<file path="src/rtl/hit_uart_tx_pkg.sv">
// Shared constants for the hit UART transmitter: state encoding,
// default baud divisor and frame length.
package hit_uart_tx_pkg;

    // 3-bit state codes, shared by the FIFO-read FSM and the serializer
    localparam logic [2:0] ST_IDLE  = 3'd0;
    localparam logic [2:0] ST_READ  = 3'd1;
    localparam logic [2:0] ST_LATCH = 3'd2;
    localparam logic [2:0] ST_START = 3'd3;
    localparam logic [2:0] ST_DATA  = 3'd4;
    localparam logic [2:0] ST_STOP  = 3'd5;

    typedef enum logic [2:0] {
        S_IDLE  = ST_IDLE,
        S_READ  = ST_READ,
        S_LATCH = ST_LATCH,
        S_START = ST_START,
        S_DATA  = ST_DATA,
        S_STOP  = ST_STOP
    } state_e;

    // 100 MHz / 115200 baud
    localparam int DEF_CLKS_PER_BIT = 868;

    // start + 8 data + stop
    localparam int FRAME_BITS = 10;

endpackage

</file>
<file path="src/rtl/hit_uart_tx_core.sv">
// 8N1 serializer: start bit, 8 data bits LSB first, stop bit.
// A load pulse in IDLE captures the byte; done pulses on the last
// cycle of the stop bit.
module uart_tx_core
    import hit_uart_tx_pkg::*;
#(
    parameter int CLKS_PER_BIT = DEF_CLKS_PER_BIT
) (
    input  logic       clk_i,
    input  logic       rst_i,
    input  logic       load_i,
    input  logic [7:0] data_i,
    output logic       tx_o,
    output logic       done_o
);

    localparam logic [15:0] RELOAD = 16'(CLKS_PER_BIT - 1);

    state_e      state_q, state_d;
    logic [15:0] cnt_q, cnt_d;
    logic [2:0]  idx_q, idx_d;
    logic [7:0]  shift_q, shift_d;
    logic        tx_q, tx_d;

    logic bit_end;
    assign bit_end = (cnt_q == 16'd0);

    // Serializer state, divider, bit index, shift register and line driver
    always_ff @(posedge clk_i or posedge rst_i) begin
        if (rst_i) begin
            state_q <= S_IDLE;
            cnt_q   <= 16'd0;
            idx_q   <= 3'd0;
            shift_q <= 8'd0;
            tx_q    <= 1'b1;
        end else begin
            state_q <= state_d;
            cnt_q   <= cnt_d;
            idx_q   <= idx_d;
            shift_q <= shift_d;
            tx_q    <= tx_d;
        end
    end

    // Next-state: the divider reloads at every bit boundary so the bit
    // period is exactly CLKS_PER_BIT cycles; tx_d is the level of the
    // bit that begins at the coming edge.
    always_comb begin
        state_d = state_q;
        cnt_d   = cnt_q;
        idx_d   = idx_q;
        shift_d = shift_q;
        tx_d    = tx_q;
        done_o  = 1'b0;
        case (state_q)
            S_IDLE: begin
                tx_d = 1'b1;
                if (load_i) begin
                    state_d = S_START;
                    shift_d = data_i;
                    cnt_d   = RELOAD;
                    tx_d    = 1'b0;
                end
            end
            S_START: begin
                if (bit_end) begin
                    state_d = S_DATA;
                    cnt_d   = RELOAD;
                    idx_d   = 3'd0;
                    tx_d    = shift_q[0];
                    shift_d = {1'b0, shift_q[7:1]};
                end else begin
                    cnt_d = cnt_q - 16'd1;
                end
            end
            S_DATA: begin
                if (bit_end) begin
                    cnt_d = RELOAD;
                    if (idx_q == 3'd7) begin
                        state_d = S_STOP;
                        tx_d    = 1'b1;
                    end else begin
                        idx_d   = idx_q + 3'd1;
                        tx_d    = shift_q[0];
                        shift_d = {1'b0, shift_q[7:1]};
                    end
                end else begin
                    cnt_d = cnt_q - 16'd1;
                end
            end
            S_STOP: begin
                if (bit_end) begin
                    done_o  = 1'b1;
                    state_d = S_IDLE;
                end else begin
                    cnt_d = cnt_q - 16'd1;
                end
            end
            default: begin
                state_d = S_IDLE;
                tx_d    = 1'b1;
            end
        endcase
    end

    assign tx_o = tx_q;

endmodule

</file>
<file path="src/rtl/hit_uart_tx.sv">
// Hit-FIFO to UART bridge: pops one byte from the hit FIFO, hands it to
// the serializer and counts completed frames.
module hit_uart_tx
    import hit_uart_tx_pkg::*;
#(
    parameter int CLKS_PER_BIT = DEF_CLKS_PER_BIT
) (
    input  logic        SYSCLK,
    input  logic        RESET,
    input  logic        enable,
    input  logic        fifo_data_available,
    input  logic [7:0]  fifo_dout,
    output logic        read_fifo,
    output logic        tx,
    output logic        busy,
    output logic [15:0] words_sent
);

    // S_START here stands for "serializer running" (START/DATA/STOP
    // are sequenced inside the core).
    state_e      state_q, state_d;
    logic [15:0] words_q, words_d;
    logic        core_load;
    logic        core_done;

    // FSM state and frame counter
    always_ff @(posedge SYSCLK or posedge RESET) begin
        if (RESET) begin
            state_q <= S_IDLE;
            words_q <= 16'd0;
        end else begin
            state_q <= state_d;
            words_q <= words_d;
        end
    end

    // Next-state: a read is only started from IDLE, so enable or
    // fifo_data_available changing mid-frame never disturbs the frame.
    always_comb begin
        state_d = state_q;
        words_d = words_q;
        case (state_q)
            S_IDLE:  if (enable && fifo_data_available) state_d = S_READ;
            S_READ:  state_d = S_LATCH;
            S_LATCH: state_d = S_START;
            S_START: begin
                if (core_done) begin
                    state_d = S_IDLE;
                    words_d = words_q + 16'd1;   // wraps at 0xFFFF
                end
            end
            default: state_d = S_IDLE;
        endcase
    end

    // fifo_dout is valid in LATCH, one cycle after the read strobe
    assign core_load  = (state_q == S_LATCH);
    assign read_fifo  = (state_q == S_READ);
    assign busy       = (state_q != S_IDLE);
    assign words_sent = words_q;

    uart_tx_core #(
        .CLKS_PER_BIT(CLKS_PER_BIT)
    ) u_core (
        .clk_i  (SYSCLK),
        .rst_i  (RESET),
        .load_i (core_load),
        .data_i (fifo_dout),
        .tx_o   (tx),
        .done_o (core_done)
    );

endmodule

</file>
<file path="config.mk">
export PLATFORM = sky130hd
export DESIGN_NAME = hit_uart_tx
export DESIGN_NICKNAME = d
export VERILOG_FILES = /design/src/rtl/hit_uart_tx_pkg.sv /design/src/rtl/hit_uart_tx_core.sv /design/src/rtl/hit_uart_tx.sv
export SDC_FILE = /design/constraint.sdc
export NUM_CORES = 1
export LEC_CHECK = 0
export CAP_MARGIN = 10
export CORE_MARGIN = 2
export CORE_UTILIZATION = 56
export CTS_BUF_LIST = sky130_fd_sc_hd__clkbuf_8 sky130_fd_sc_hd__clkbuf_16
export DETAILED_ROUTE_END_ITERATION = 8
export GPL_TIMING_DRIVEN = 0
export PLACE_DENSITY = 0.82
export REMOVE_ABC_BUFFERS = 1
export SLEW_MARGIN = 10
export SYNTH_ARGS = -nofsm -noshare
export SYNTH_HDL_FRONTEND = slang
export SYNTH_SLANG_ARGS = --single-unit
</file>
<file path="constraint.sdc">
create_clock -name SYSCLK -period 2.6 [get_ports SYSCLK]
set_input_delay 0.26 -clock SYSCLK [delete_from_list [all_inputs] [get_ports SYSCLK]]
set_output_delay 0.26 -clock SYSCLK [all_outputs]
set_load 0.05 [all_outputs]
</file>
==> impl_metrics.env, run 1 <==
export IMPL_path_max_fanout=12
export IMPL_ys_ff_latch=49
export IMPL_drive_above_1_share_pct=16.4
export IMPL_synth_enable_flop_cells=0
export IMPL_start_util_pct=57.8
export IMPL_cap_violations=0
export IMPL_relSlewSlack_pct=53.4
export IMPL_async_flop_share_pct=100
export IMPL_fmax_mhz=428
export IMPL_synth_ff_type="dfrtp_1"
export IMPL_cts_tree="yes"
export IMPL_arrival_ns=2.58
export IMPL_synth_top_area_share_pct=44.0
export IMPL_routed_wl_um=5200
export IMPL_reg2regPathDepth=5
export IMPL_drt_pass1_iter_count=4
export IMPL_yosysSeqAreaShare_pct=44.9
export IMPL_worst_setup_path_end_kind="flop"
export IMPL_num_rows=25
export IMPL_htree_levels=2
export IMPL_antenna_diode_count=0
export IMPL_vias=2072
export IMPL_rsz0062_at_grt="false"
export IMPL_worst_slew_pin_slew_ns=0.699
export IMPL_io_pins=31
export IMPL_leakage_nw=1.41
export IMPL_layout_area_overhead_vs_synth_pct=18.7
export IMPL_yosysWarnings=0
export IMPL_port_buffers=30
export IMPL_synth_area_top_cells="dfrtp_1 (44%), mux2_2 (6.6%), ha_1 (4.6%)"
export IMPL_cp_data_required_time_ns=2.84
export IMPL_drt_initial_drc_count=124
export IMPL_cts_setup_buffers=0
export IMPL_antenna_found_initial=0
export IMPL_grt_first_pass_wirelength_um=8520
export IMPL_period_share_pct=89.8
export IMPL_drcViolationCount=0
export IMPL_ir_drop_mv=0.365
export IMPL_wl_per_cell_um=14.4
export IMPL_critPathKind="reg -> reg"
export IMPL_finalHoldViolCount=0
export IMPL_track_usage_pct=20.0
export IMPL_dieHeight_um=73.8
export IMPL_place_ws_ns=0.0256
export IMPL_r2r_setup_slack_ns=0.26
export IMPL_clock_skew_ns=0.00814
export IMPL_min_period_ns=2.34
export IMPL_vias_per_cell=5.76
export IMPL_setup_worst_path_start="u_core.cnt_q[9]$_DFFE_PP0P_"
export IMPL_nets=314
export IMPL_clock_latency_ns=0.30
export IMPL_ys_types=56
export IMPL_hp_class="in -> async"
export IMPL_syn_area_um2=2730
export IMPL_synth_common_cells="dfrtp_1 (48), inv_1 (18), nand2_1 (18)"
export IMPL_r2r_start="u_core.cnt_q[9]$_DFFE_PP0P_"
export IMPL_die_area_um2=5450
export IMPL_design_power_total_mw=1.37
export IMPL_core_um2=4720
export IMPL_synth_most_common_cell="dfrtp_1"
export IMPL_setup_viol=0
export IMPL_status="completed"
export IMPL_synth_avg_cell_area_um2=10.5
export IMPL_cts_made_buffers=5
export IMPL_finalSetupTns_ns=0
export IMPL_clkTransAtPathRegs_ns=0.09
export IMPL_gp_congestion=0.827
export IMPL_grt_pass1_vias=1916
export IMPL_die_w_um=73.8
export IMPL_synth_top_area_cell="dfrtp_1"
export IMPL_grt_max_degree=40
export IMPL_layout_setup_ws_ns=0.264
export IMPL_p_per_area_nw_per_um2=423
export IMPL_critPathLaunchType="flop"
export IMPL_drtAntennaViolNets=0
export IMPL_cts_root_buf="clkbuf_8"
export IMPL_cts_path_max_buffers=2
export IMPL_clock_sinks=49
export IMPL_slew_viol_final=0
export IMPL_synth_cells=259
export IMPL_grt_overflow_total=0
export IMPL_dp_hpwl_um=3750
==> layout by cell type (no fill, tap or decap), drive strengths merged, types with 2 or more instances in the layout <==
cell | Yosys | routed
mux2i | 2 | 2
nand4 | 3 | 3
or4 | 5 | 5
mux2 | 16 | 16
xnor2 | 8 | 8
nor3 | 10 | 10
o2111ai | 3 | 3
a22oi | 3 | 3
dfrtp | 48 | 48
inv | 18 | 19
nor2b | 3 | 3
nor4b | 2 | 2
nand2 | 18 | 18
nor4 | 4 | 4
nand2b | 3 | 3
o21bai | 2 | 2
and3 | 3 | 3
o2bb2ai | 4 | 4
or3b | 2 | 2
clkdlybuf4s50 | 0 | 30
and2 | 2 | 2
or3 | 9 | 9
nor2 | 16 | 16
clkbuf | 1 | 6
nand3 | 4 | 4
o21ai | 14 | 14
a221oi | 2 | 2
a21oi | 14 | 14
o22ai | 2 | 2
xor2 | 11 | 11
ha | 10 | 10
==> critical path, cell delays in order, from the launching register on <==
cell and delay [ns]:
dfrtp_1 0.44, nor4_2 0.47, and4_1 0.32, nand2_1 0.22
a221oi_4 0.63, or3b_1 0.20
==> stage by stage <==
step | cells | cell area (µm²) | hold slack (ns) | utilization, %
finish | 360 | 3240 | 0.190 | 68.7
detailed placement | 352 | 3110 | 0.463 | 65.7
floorplan | 254 | 2700 | 0.399 | -
CTS | 360 | 3230 | 0.197 | 68.3
global route | 360 | 3240 | 0.219 | 68.7
global placement | 351 | 3090 | 0.457 | 65.3
==> area by class of cell <==
cell class,count,area [µm²]
repair buffers,31,320
inverters,18,67.6
multi-input cells,187,1430
clock buffers,6,82.6
flip-flops and latches,49,1230
fillers,358,1480
clock inverters,2,33.8
well taps,67,83.8
==> report_power, final <==
part | switching (mW) | internal (mW) | total, mW
clock network | 0.247 | 0.310 | 0.556
logic | 0.0200 | 0.0258 | 0.0458
registers | 0.00307 | 0.768 | 0.771
==> state kept, by name (all words and copies together), names as in the netlist <==
| signal | flops |
|---|---|
| u_core.cnt_q | 16 |
| words_sent | 16 |
| u_core.shift_q | 8 |
| u_core.idx_q | 3 |
| u_core.state_q | 3 |
| state_q | 2 |
| u_core.tx_o | 1 |
==> routing by layer <==
metal	track usage, %	up-vias	wire length, µm
li1	-	994	-
met1	26.1	1016	2330
met2	34.0	54	2610
met3	3.16	8	177
met4	6.46	0	78
met5	0	-	0
==> final timing paths <==
kind | to
hold reg to reg | words_sent[15]$_DFFE_PP0P_
min in group SYSCLK | words_sent[15]$_DFFE_PP0P_
setup reg to reg | u_core.cnt_q[6]$_DFFE_PP0P_
setup / recovery | u_core.cnt_q[6]$_DFFE_PP0P_
hold / removal | words_sent[12]$_DFFE_PP0P_
max in group asynchronous | u_core.tx_o$_DFFE_PP1P_
==> logic make-up (layout without fill, tap and decap cells) <==
group	count (synthesis)	in the layout	synth area share, %
AOI/OAI and AO/OA	51	51	12.7
adders and majority gates	10	10	4.58
and+or+nand+nor	89	89	20.8
muxes	18	18	7.33
DFF	49	49	44.9
xor gates and xnor gates	19	19	6.09
buffers and inverters	23	57	3.57
==> repair_timing <==
action,CTS,global route
resized for setup,1,2
setup endpoints to repair,1,12
hold buffers,0,0
No activity file was read; power rests on OpenSTA's default activity.
==> run 2: changes to the inputs <==
--- a/config.mk
+++ b/config.mk
@@ -7,11 +7,11 @@
 export LEC_CHECK = 0
 export CAP_MARGIN = 10
 export CORE_MARGIN = 2
-export CORE_UTILIZATION = 56
+export CORE_UTILIZATION = 59
 export CTS_BUF_LIST = sky130_fd_sc_hd__clkbuf_8 sky130_fd_sc_hd__clkbuf_16
 export DETAILED_ROUTE_END_ITERATION = 8
 export GPL_TIMING_DRIVEN = 0
-export PLACE_DENSITY = 0.82
+export PLACE_DENSITY = 0.85
 export REMOVE_ABC_BUFFERS = 1
 export SLEW_MARGIN = 10
 export SYNTH_ARGS = -nofsm -noshare
==> constraint.sdc (replaced) <==
create_clock -name SYSCLK -period 3 [get_ports SYSCLK]
set_input_delay 0.3 -clock SYSCLK [delete_from_list [all_inputs] [get_ports SYSCLK]]
set_output_delay 0.3 -clock SYSCLK [all_outputs]
set_load 0.05 [all_outputs]
==> run 2 against run 1 <==
Net effect: sequential share of layout area increased by 0.79 points; critical path type unchanged; sequential power shrank 13%; non-clock buffer count stayed put; via count is 2.8% lower.
==> impl_metrics.env, run 2 (same netlist as run 1, synthesis figures left out) <==
export IMPL_status="completed"
export IMPL_p_per_area_nw_per_um2=347
export IMPL_cts_made_buffers=5
export IMPL_clock_latency_ns=0.31
export IMPL_cts_setup_buffers=0
export IMPL_critPathLaunchType="flop"
export IMPL_cp_endpoint="u_core.cnt_q[6]$_DFFE_PP0P_"
export IMPL_hp_class="in -> async"
export IMPL_die_w_um=72.0
export IMPL_cap_violations=0
export IMPL_fmax_mhz=387
export IMPL_port_buffers=30
export IMPL_nets=314
export IMPL_worst_setup_path_end_kind="flop"
export IMPL_arrival_ns=2.78
export IMPL_clkTransAtPathRegs_ns=0.10
export IMPL_grt_max_degree=28
export IMPL_antenna_diode_count=0
export IMPL_num_rows=24
export IMPL_r2r_end="u_core.cnt_q[6]$_DFFE_PP0P_"
export IMPL_cp_depth=7
export IMPL_gp_congestion=0.804
export IMPL_layout_area_overhead_vs_synth_pct=16.3
export IMPL_dieHeight_um=72.0
export IMPL_layout_setup_ws_ns=0.417
export IMPL_final_common_cell="dfrtp_1"
export IMPL_dp_hpwl_um=3730
export IMPL_setup_viol=0
export IMPL_finalHoldViolCount=0
export IMPL_ir_drop_mv=0.270
export IMPL_cts_tree="yes"
export IMPL_start_util_pct=61.9
export IMPL_relSlewSlack_pct=34.9
export IMPL_r2r_setup_slack_ns=0.42
export IMPL_worst_slew_pin_slew_ns=0.976
export IMPL_ctsHoldBuffers=0
export IMPL_setup_worst_path_start="u_core.cnt_q[1]$_DFFE_PP0P_"
export IMPL_cts_root_buf="clkbuf_8"
export IMPL_cpPeakStageDelay_ns=0.78
export IMPL_grt_overflow_total=0
export IMPL_place_ws_ns=0.474
export IMPL_fill_cells=318
export IMPL_cts_path_max_buffers=2
export IMPL_cp_data_required_time_ns=3.19
export IMPL_clock_skew_ns=0.0110
export IMPL_track_usage_pct=22.5
export IMPL_grt_first_pass_wirelength_um=9080
export IMPL_reg2regPathDepth=7
export IMPL_routed_wl_um=5190
export IMPL_core_um2=4410
export IMPL_cts_resized=0
export IMPL_clock_sinks=49
export IMPL_r2r_start="u_core.cnt_q[1]$_DFFE_PP0P_"
export IMPL_crit_buf_inv=1
export IMPL_htree_levels=2
export IMPL_crit_family="simple AND/OR/NAND/NOR gates"
export IMPL_drtAntennaViolNets=0
export IMPL_slowest_stage="o22ai_1"
export IMPL_leakage_nw=1.39
export IMPL_vias=2014
export IMPL_critPathKind="reg -> reg"
export IMPL_drt_initial_drc_count=206
export IMPL_min_period_ns=2.58
export IMPL_slew_viol_final=0
export IMPL_antenna_found_initial=0
export IMPL_path_cells="inv_1, ha_1, nor4b_4, nand2_1, o22ai_1, nor3_1, or3b_1"
export IMPL_final_cell_mix="dfrtp_1 (48), clkdlybuf4s50_1 (30), nand2_1 (18), inv_1 (17)"
export IMPL_wl_per_cell_um=15.0
export IMPL_drcViolationCount=0
export IMPL_io_pins=31
export IMPL_finalSetupTns_ns=0
export IMPL_path_max_fanout=15
export IMPL_drive_above_1_share_pct=16.0
export IMPL_period_share_pct=86.1
export IMPL_die_area_um2=5190
export IMPL_rsz0062_at_grt="false"
export IMPL_vias_per_cell=5.84
export IMPL_grt_pass1_vias=2019
export IMPL_drt_pass1_iter_count=4
## run 2: cell count changes in the layout (fill, tap and decap cells not counted), sizes merged
| cell | previous run | this run |
|---|---|---|
| clkinv | 0 | 1 |
| clkbuf | 6 | 5 |
| bufinv | 1 | 0 |
| clkinvlp | 0 | 1 |
## run 2: how the worst min path moves through the flow
stage	start	to	slack, ns	depth (start not counted)
2_1_floorplan	fifo_dout[7]	u_core.shift_q[7]$_DFFE_PP0P_	0.44	2
3_3_place_gp	words_sent[15]$_DFFE_PP0P_	words_sent[15]$_DFFE_PP0P_	0.46	1
3_5_place_dp	words_sent[15]$_DFFE_PP0P_	words_sent[15]$_DFFE_PP0P_	0.47	1
4_1_cts	RESET	words_sent[5]$_DFFE_PP0P_	0.34	2
5_1_grt	RESET	words_sent[5]$_DFFE_PP0P_	0.36	2
6_report	RESET	words_sent[5]$_DFFE_PP0P_	0.32	2
## run 2: layout make-up
class                      instances  area (µm²)  area share (%)
multi-input combinational        187        1410            44.3
sequential                        49        1230            38.6
timing repair buffer              31         320            10.1
clock buffer                       5        68.8            2.17
inverter                          18        67.6            2.13
tap                               52        65.1            2.05
clock inverter                     3        21.3           0.670
## run 2: through the flow
step	area [µm²]	total power, mW	util (%)	hold WS [ns]	cells
finish	3180	1.10	72.0	0.323	345
global route	3180	1.14	72.0	0.362	345
CTS	3180	1.12	72.0	0.339	345
detailed placement	3090	0.722	69.9	0.469	337
global placement	3070	0.718	69.5	0.457	336
floorplan	2700	0.699	-	0.439	254
## run 2: power breakdown
group / switching [mW] / internal (mW)
combinational: 0.0174 / 0.0223
sequential: 0.00260 / 0.665
clock: 0.230 / 0.166
total: 0.250 / 0.853
## run 2: metal layers
metal  GRT usage (%)  routed length [µm]  vias to the layer above
met5               0                   0                        -
met4            10.9                  75                        0
met3            5.83                 216                        6
met2            35.8                2490                       49
met1            28.7                2400                      963
li1                -                   -                      996
